$ cat src/rtl/majority_bist.sv
// Built-in self-test sequencer for a 3-input majority voter: sweeps all eight
// {A,B,C} vectors, samples X after a settle time and reports mismatches.
module majority_bist #(
    parameter int SETTLE_CYCLES = 2,
    parameter int NUM_PASSES    = 1
) (
    input  logic       clk,
    input  logic       rst,
    input  logic       start,
    input  logic       X,
    output logic       A,
    output logic       B,
    output logic       C,
    output logic       busy,
    output logic       done,
    output logic       pass,
    output logic [3:0] err_count,
    output logic [2:0] first_fail
);

    localparam int SW = (SETTLE_CYCLES > 1) ? $clog2(SETTLE_CYCLES) : 1;
    localparam int PW = (NUM_PASSES > 1) ? $clog2(NUM_PASSES) : 1;
    localparam logic [SW-1:0] SETTLE_LAST = SW'(SETTLE_CYCLES - 1);
    localparam logic [PW-1:0] PASS_LAST   = PW'(NUM_PASSES - 1);

    typedef enum logic [1:0] {
        S_IDLE,
        S_APPLY,
        S_DONE
    } state_t;

    state_t        state_q, state_d;
    logic [2:0]    vec_q, vec_d;
    logic [2:0]    idx_q, idx_d;
    logic [SW-1:0] settle_q, settle_d;
    logic [PW-1:0] pcnt_q, pcnt_d;
    logic [3:0]    err_q, err_d;
    logic [2:0]    ff_q, ff_d;
    logic          seen_q, seen_d;
    logic          pass_q, pass_d;
    logic          busy_q, busy_d;
    logic          done_q, done_d;

    // Sweep order as {A,B,C}; the expected majority is simply idx[2].
    function automatic logic [2:0] vec_of(input logic [2:0] idx);
        case (idx)
            3'd0:    vec_of = 3'b000;
            3'd1:    vec_of = 3'b100;
            3'd2:    vec_of = 3'b010;
            3'd3:    vec_of = 3'b001;
            3'd4:    vec_of = 3'b110;
            3'd5:    vec_of = 3'b101;
            3'd6:    vec_of = 3'b111;
            default: vec_of = 3'b011;
        endcase
    endfunction

    // NOTE: every _d gets its hold value first so no path leaves a variable unassigned (no latches).
    always_comb begin
        state_d  = state_q;
        vec_d    = vec_q;
        idx_d    = idx_q;
        settle_d = settle_q;
        pcnt_d   = pcnt_q;
        err_d    = err_q;
        ff_d     = ff_q;
        seen_d   = seen_q;
        pass_d   = pass_q;
        busy_d   = busy_q;
        done_d   = 1'b0;

        case (state_q)
            S_IDLE: begin
                vec_d  = 3'b000;
                busy_d = 1'b0;
                if (start) begin
                    state_d  = S_APPLY;
                    vec_d    = vec_of(3'd0);
                    busy_d   = 1'b1;
                    err_d    = 4'd0;
                    ff_d     = 3'b000;
                    pass_d   = 1'b0;
                    seen_d   = 1'b0;
                    settle_d = '0;
                    idx_d    = 3'd0;
                    pcnt_d   = '0;
                end
            end

            S_APPLY: begin
                settle_d = settle_q + SW'(1);
                if (settle_q == SETTLE_LAST) begin
                    settle_d = '0;
                    if (X != idx_q[2]) begin
                        if (err_q != 4'd15) begin
                            err_d = err_q + 4'd1;
                        end
                        if (!seen_q) begin
                            ff_d   = vec_q;
                            seen_d = 1'b1;
                        end
                    end
                    if (idx_q != 3'd7) begin
                        idx_d = idx_q + 3'd1;
                        vec_d = vec_of(idx_q + 3'd1);
                    end else if (pcnt_q != PASS_LAST) begin
                        idx_d  = 3'd0;
                        pcnt_d = pcnt_q + PW'(1);
                        vec_d  = vec_of(3'd0);
                    end else begin
                        state_d = S_DONE;
                        vec_d   = 3'b000;
                        busy_d  = 1'b0;
                        done_d  = 1'b1;
                        pass_d  = (err_d == 4'd0);
                    end
                end
            end

            S_DONE: begin
                state_d = S_IDLE;
                busy_d  = 1'b0;
            end

            default: begin
                state_d = S_IDLE;
                vec_d   = 3'b000;
                busy_d  = 1'b0;
            end
        endcase
    end

    // NOTE: sequential state uses non-blocking assignments so all flops update together at the edge.
    always_ff @(posedge clk or posedge rst) begin
        if (rst) begin
            state_q  <= S_IDLE;
            vec_q    <= 3'b000;
            idx_q    <= 3'd0;
            settle_q <= '0;
            pcnt_q   <= '0;
            err_q    <= 4'd0;
            ff_q     <= 3'b000;
            seen_q   <= 1'b0;
            pass_q   <= 1'b0;
            busy_q   <= 1'b0;
            done_q   <= 1'b0;
        end else begin
            state_q  <= state_d;
            vec_q    <= vec_d;
            idx_q    <= idx_d;
            settle_q <= settle_d;
            pcnt_q   <= pcnt_d;
            err_q    <= err_d;
            ff_q     <= ff_d;
            seen_q   <= seen_d;
            pass_q   <= pass_d;
            busy_q   <= busy_d;
            done_q   <= done_d;
        end
    end

    assign {A, B, C}  = vec_q;
    assign busy       = busy_q;
    assign done       = done_q;
    assign pass       = pass_q;
    assign err_count  = err_q;
    assign first_fail = ff_q;

endmodule

$ cat config.mk
export PLATFORM = sky130hd
export DESIGN_NAME = majority_bist
export DESIGN_NICKNAME = d
export VERILOG_FILES = /design/src/rtl/majority_bist.sv
export SDC_FILE = /design/constraint.sdc
export NUM_CORES = 1
export LEC_CHECK = 0
export ABC_AREA = 1
export CELL_PAD_IN_SITES_DETAIL_PLACEMENT = 0
export CELL_PAD_IN_SITES_GLOBAL_PLACEMENT = 2
export CORE_UTILIZATION = 32
export CTS_CLUSTER_DIAMETER = 120
export CTS_CLUSTER_SIZE = 16
export DETAILED_ROUTE_END_ITERATION = 8
export PLACE_DENSITY_LB_ADDON = 0.1
export RECOVER_POWER = 25
export SYNTH_ARGS = -nofsm -noshare
export SYNTH_HDL_FRONTEND = slang
export SYNTH_SLANG_ARGS = --single-unit
$ cat constraint.sdc
create_clock -name clk -period 2.3 [get_ports clk]
set_input_delay 0.46 -clock clk [delete_from_list [all_inputs] [get_ports clk]]
set_output_delay 0.46 -clock clk [all_outputs]
set_load 0.01 [all_outputs]
* Word level (Yosys, flattened, before mapping) *
Index checks and enable logic that the tools add are counted.

operators by class
  eq/ne operators = 18
  bitwise logic cells = 1
  reduce and logical (&&, ||, !) cells = 14
  multiplexer cells = 48
  add/subtract/negate cells = 4

operator list
  cell                                            count
  two-way mux 3 bit                               9
  two-way mux 4 bit                               6
  one-hot mux 3 bit (7 select lines)              1
  two-way mux 1 bit                               18
  one-hot mux 3 bit (2 select lines)              3
  AND reduction 4 bit                             4
  != test 2 bit (second input constant)           6
  one-hot mux 1 bit (2 select lines)              5
  AND reduction 5 bit                             2
  == test 3 bit (second input constant)           3
  two-way mux 2 bit                               4
  one-hot mux 4 bit (2 select lines)              1
  == test 3 x 2 -> 1 bit (second input constant)  2
  != test 3 bit (second input constant)           2
  AND reduction 3 bit                             2
  adder 4 x 1 -> 4 bit (second input constant)    1
  logical NOT 4 bit                               1
  != test 4 bit (second input constant)           1
  one-hot mux 2 bit (2 select lines)              1
  AND reduction 2 bit                             2
  adder 3 x 1 -> 3 bit (second input constant)    1
  == test 3 x 1 -> 1 bit (second input constant)  1
  logical NOT 3 bit                               1
  adder 1 bit (second input constant)             2
  6 further kinds                                 6

word-level totals
  register bits after elaboration = 21
  logic and storage cells = 96
  output and inout port bits = 13

* Logic depth before layout (Yosys ltp) *
  depth in word-level cells = 10
  depth in mapped cells = 10

* Least setup slack after synthesis *
No wires, ideal clock.

  path type = reg-to-reg
  from = register idx_q[0]
  to = register vec_q[1]
  arrival time = 1250 ps
  stages on the path, launching flop included = 6
  path buffers = 0
  slack = 954 ps
  required time = 2204 ps
  period minus slack after synthesis = 1346 ps
  path through = dfrtp_1 -> ha_1 -> ha_1 -> nor2_4 -> inv_1 -> o31ai_1

between the ends
  word-level cells in the longest chain between the ends = 6
  elaborated cells between the ends (all ways) = 13
  classes of those cells = add/sub: 1; eq/ne: 7; mux: 4; reduce/logical: 1

RTL lines
  element                                      RTL line  RTL
  from (decl)                                  34        logic [2:0] idx_q, idx_d;
  from (signal assigned)                       150       idx_q <= idx_d;
  adder 3 x 1 -> 3 bit                         105       vec_d = vec_of(idx_q + 3'd1);
  == test 3 bit, or another cell as far along  46        case (idx)
  one-hot mux 3 bit (7 select lines)           46
  two-way mux 3 bit (*)                        103       if (idx_q != 3'd7) begin
  two-way mux 3 bit (*)                        92        if (settle_q == SETTLE_LAST) begin
  one-hot mux 3 bit (2 select lines) (*)       72        case (state_q)
  to (signal assigned)                         149       vec_q <= vec_d;
  to (decl)                                    33        logic [2:0] vec_q, vec_d;

Every way passes the cells marked *; elsewhere a longest branch is shown, timed or not. The select of a mux whose other input is x is not followed.
A chain may end at the register's enable or synchronous reset.

* Worst setup path after layout *
  from = register err_q[1], in the netlist err_count[1]
  to = output err_count[1]

RTL lines
  element                 RTL line  RTL
  from (decl)             37        logic [3:0] err_q, err_d;
  from (signal assigned)  153       err_q <= err_d;
  to (decl)               17        output logic [3:0] err_count,

No word-level cell between the ends.

==> impl_results.md <==
* Status: finished clean
* Estimated wirelength of the detail-placed design at 1741 um
* Cell types with the highest counts after synthesis: sky130_fd_sc_hd__nand2_1, sky130_fd_sc_hd__dfrtp_1, sky130_fd_sc_hd__o21ai_0
* Leakage power total at 0.6312 nW
* Data arrival time of the critical path at 1.32 ns
* Top fanout value on the critical path at 5
* Power density cells at 1406 nW/um2
* Relative slew slack at 28.46%
* Area growth from synthesis to layout at 25.12%
* Vias after detailed routing at 873
* Total clock sinks at 20
* Most frequent cell after synthesis: sky130_fd_sc_hd__nand2_1
* Prevailing post-synth register cell: sky130_fd_sc_hd__dfrtp_1
* Hold buffer count at cts at 0
* Biggest area contributors in the synthesized netlist: sky130_fd_sc_hd__dfrtp_1, sky130_fd_sc_hd__nand2_1, sky130_fd_sc_hd__o21ai_0, sky130_fd_sc_hd__nand3_1, sky130_fd_sc_hd__inv_1
* Clock tree from TritonCTS: yes
* Initial core utilization at 33.55%
* Placeable core region at 3028 um2
* Total count of hold-check failures in the final report at 0
* Total stage count of the critical path at 1
* Final Max Tran Viols at 0
* Number of cell instances on the worst register-to-register path at 5
* Peak supply drop at 0.4701 mV
* Wire length of the first global-routing pass at 3967 um
* Clock transition at the registers of the reported paths at 0.11 ns
* First-pass detailed-route iteration total at 4
* Cell with the biggest individual delay on the critical path: sky130_fd_sc_hd__clkdlybuf4s50_1
* Library cell occupying the most area in the post-synthesis netlist: sky130_fd_sc_hd__dfrtp_1
* Aggregate routed wire length at 2269 um
* Buffer cell driving the clock tree root: sky130_fd_sc_hd__clkbuf_4
* Final period util at 77.37%
* Fin Hold WS at 0.5001 ns
* Largest net degree at the start of global routing at 21
* Worst setup path start: err_count[1]$_DFFE_PP0P_
* Setup violation total in the final timing report at 0
* Total track usage at 15.83%
* Max-capacitance violation count at 0
* Critical register-to-register path startpoint: idx_q[0]$_DFFE_PP0P_
* Avg Vias per Cell at 4.500
* Total Nets Final at 158
* Tightest Pin Transition at 1.073 ns
* Critical path, cell by cell: clkdlybuf4s50_1
* Deepest level of the CTS H-tree at 1
* Setup tns final at 0 ns
* Count of cell types in the netlist at 15
* Floorplan die height at 58.35 um
* Ant diodes at 0
* Placed Instances at 190
* Number of antenna violations at the first check in global routing at 0
* Post-CTS Setup Repair Bufs at 0
* Clock latency of the later-clocked register in the worst-skew pair at 0.30 ns
* Number of warnings issued by yosys at 0
* Buffers & Inverters on Critical Path at 1
* Path class of the lowest-slack min-delay path: register to register
* Non-filler cells in the finished layout at 194
* Category of the worst setup path capture point: output pin
* Synthesized instance count at 129
* Fmax achieved at 0.5619 GHz
* ANT nets after route at 0
* EDFF count, synth at 0
* Row count at 20
* Minimum period implied by the final worst setup slack at 1.780 ns
* Crit path launch type: register
* Average cell area after synthesis at 7.876 um2
* Number of nets in the synthesized netlist at 136
* Proportion of layout cells with a drive suffix above 1 at 6.667%
* Unrepaired setup endpoints after global routing: false
* Placement-stage worst setup slack at 0.4038 ns
* Number of buffers created by CTS at 3
* CP required at 1.84 ns
* Cell Area, Synth at 1016 um2
* Die Area at 3404 um2
* Buffer depth of the longest clock path at 2
* Final routed wire length divided by cell count at 11.70 um
* Die span in x at 58.35 um
* I/O pin total at 17
* Cells resized by post-CTS repair at 0
* Violation count after the first detailed-routing iteration at 29
* Endpoint of the most critical setup path: err_count[1]
* Post-synth ARST share at 100.0%
* Via count of the first global-routing pass at 848
* Setup slack on the worst flop-to-flop path at 0.75 ns
* Placer congestion estimate at 0.7449
* Synthesis-stage register bit count at 20
* Kind of cell adding the most delay to the critical path: buffers and inverters
* Aggregate global routing overflow at 0
* # DRC at 0
* Final Worst Setup Slack at 0.5205 ns
* Fraction of post-synthesis cell area in the top cell type by area at 49.26%
* Largest incremental delay on the critical path at 0.57 ns
* RR Endpoint: vec_q[1]$_DFFE_PP0P_
* Kind of critical path: register to output pin
* Sequential element share of the synthesized area at 49.26%
* Clock tree skew after final layout at 0.006265 ns
* Count of input and output buffers at 16
-- final cells by class --
| class | count | area [um2] |
|---|---|---|
| Clock buffer | 4 | 36.28 |
| Fill cell | 314 | 1757 |
| Inverter | 14 | 52.55 |
| Multi-Input combinational cell | 95 | 462.9 |
| Sequential cell | 20 | 500.5 |
| Tap cell | 44 | 55.05 |
| Timing Repair Buffer | 17 | 163.9 |
-- cells by family after synthesis --
family	synth area share, %
and+or+nand+nor	29.56
DFF	49.26
adders and majority gates	3.695
buffers and inverters	5.172
AOI/OAI and AO/OA	12.31
-- where the power goes --
group / switching (mW) / total (mW) / internal (mW) / leakage, nW
clock: 0.107 / 0.204 / 0.0966 / 0.0210
combinational: 0.548 / 0.946 / 0.398 / 0.359
sequential: 0.134 / 0.638 / 0.504 / 0.251
-- metal layers --
metal	up-vias	wire [um]	part of all wire (%)	GRT usage [%]
met5	-	0	0	0
met4	0	32	1.4	8.163
met3	4	38	1.7	2.637
met2	8	984	43	22.17
met1	397	1214	54	23.39
li1	464	-	-	-
-- flip-flops by register name, indices dropped and copies added, names as in the netlist --
name,flops
first_fail,3
done,1
vec_q,3
seen_q,1
state_q,2
settle_q,1
busy,1
err_count,4
pass,1
idx_q,3
-- how the worst min path moves through the flow --
stage | start | endpoint | depth (start not counted)
after floorplan | rst | busy$_DFFE_PP0P_ | 1
after global placement | first_fail[1]$_DFFE_PP0P_ | first_fail[1]$_DFFE_PP0P_ | 2
after detailed placement | busy$_DFFE_PP0P_ | busy$_DFFE_PP0P_ | 2
after CTS | rst | err_count[0]$_DFFE_PP0P_ | 3
after global routing | first_fail[0]$_DFFE_PP0P_ | first_fail[0]$_DFFE_PP0P_ | 2
final | first_fail[1]$_DFFE_PP0P_ | first_fail[1]$_DFFE_PP0P_ | 2
-- cell usage in the layout, fill, tap and decap left out, types with 2 or more instances in the layout --
cell type	count
sky130_fd_sc_hd__a21oi_1	2
sky130_fd_sc_hd__clkbuf_4	3
sky130_fd_sc_hd__clkdlybuf4s50_1	15
sky130_fd_sc_hd__dfrtp_1	20
sky130_fd_sc_hd__ha_1	3
sky130_fd_sc_hd__inv_1	13
sky130_fd_sc_hd__nand2_1	45
sky130_fd_sc_hd__nand3_1	13
sky130_fd_sc_hd__nor2_1	8
sky130_fd_sc_hd__nor2_4	2
sky130_fd_sc_hd__o21ai_0	15
sky130_fd_sc_hd__o22ai_1	2
sky130_fd_sc_hd__o31ai_1	2
-- per-stage QoR --
step / total power, mW / instance area [um2] / util, %
after floorplan: 1.241 / 1016 / -
after global placement: 1.610 / 1239 / 40.91
after detailed placement: 1.606 / 1239 / 40.91
after CTS: 1.823 / 1275 / 42.11
after global routing: 1.993 / 1271 / 41.98
final: 1.788 / 1271 / 41.98
Power figures use the tool's default switching activity.
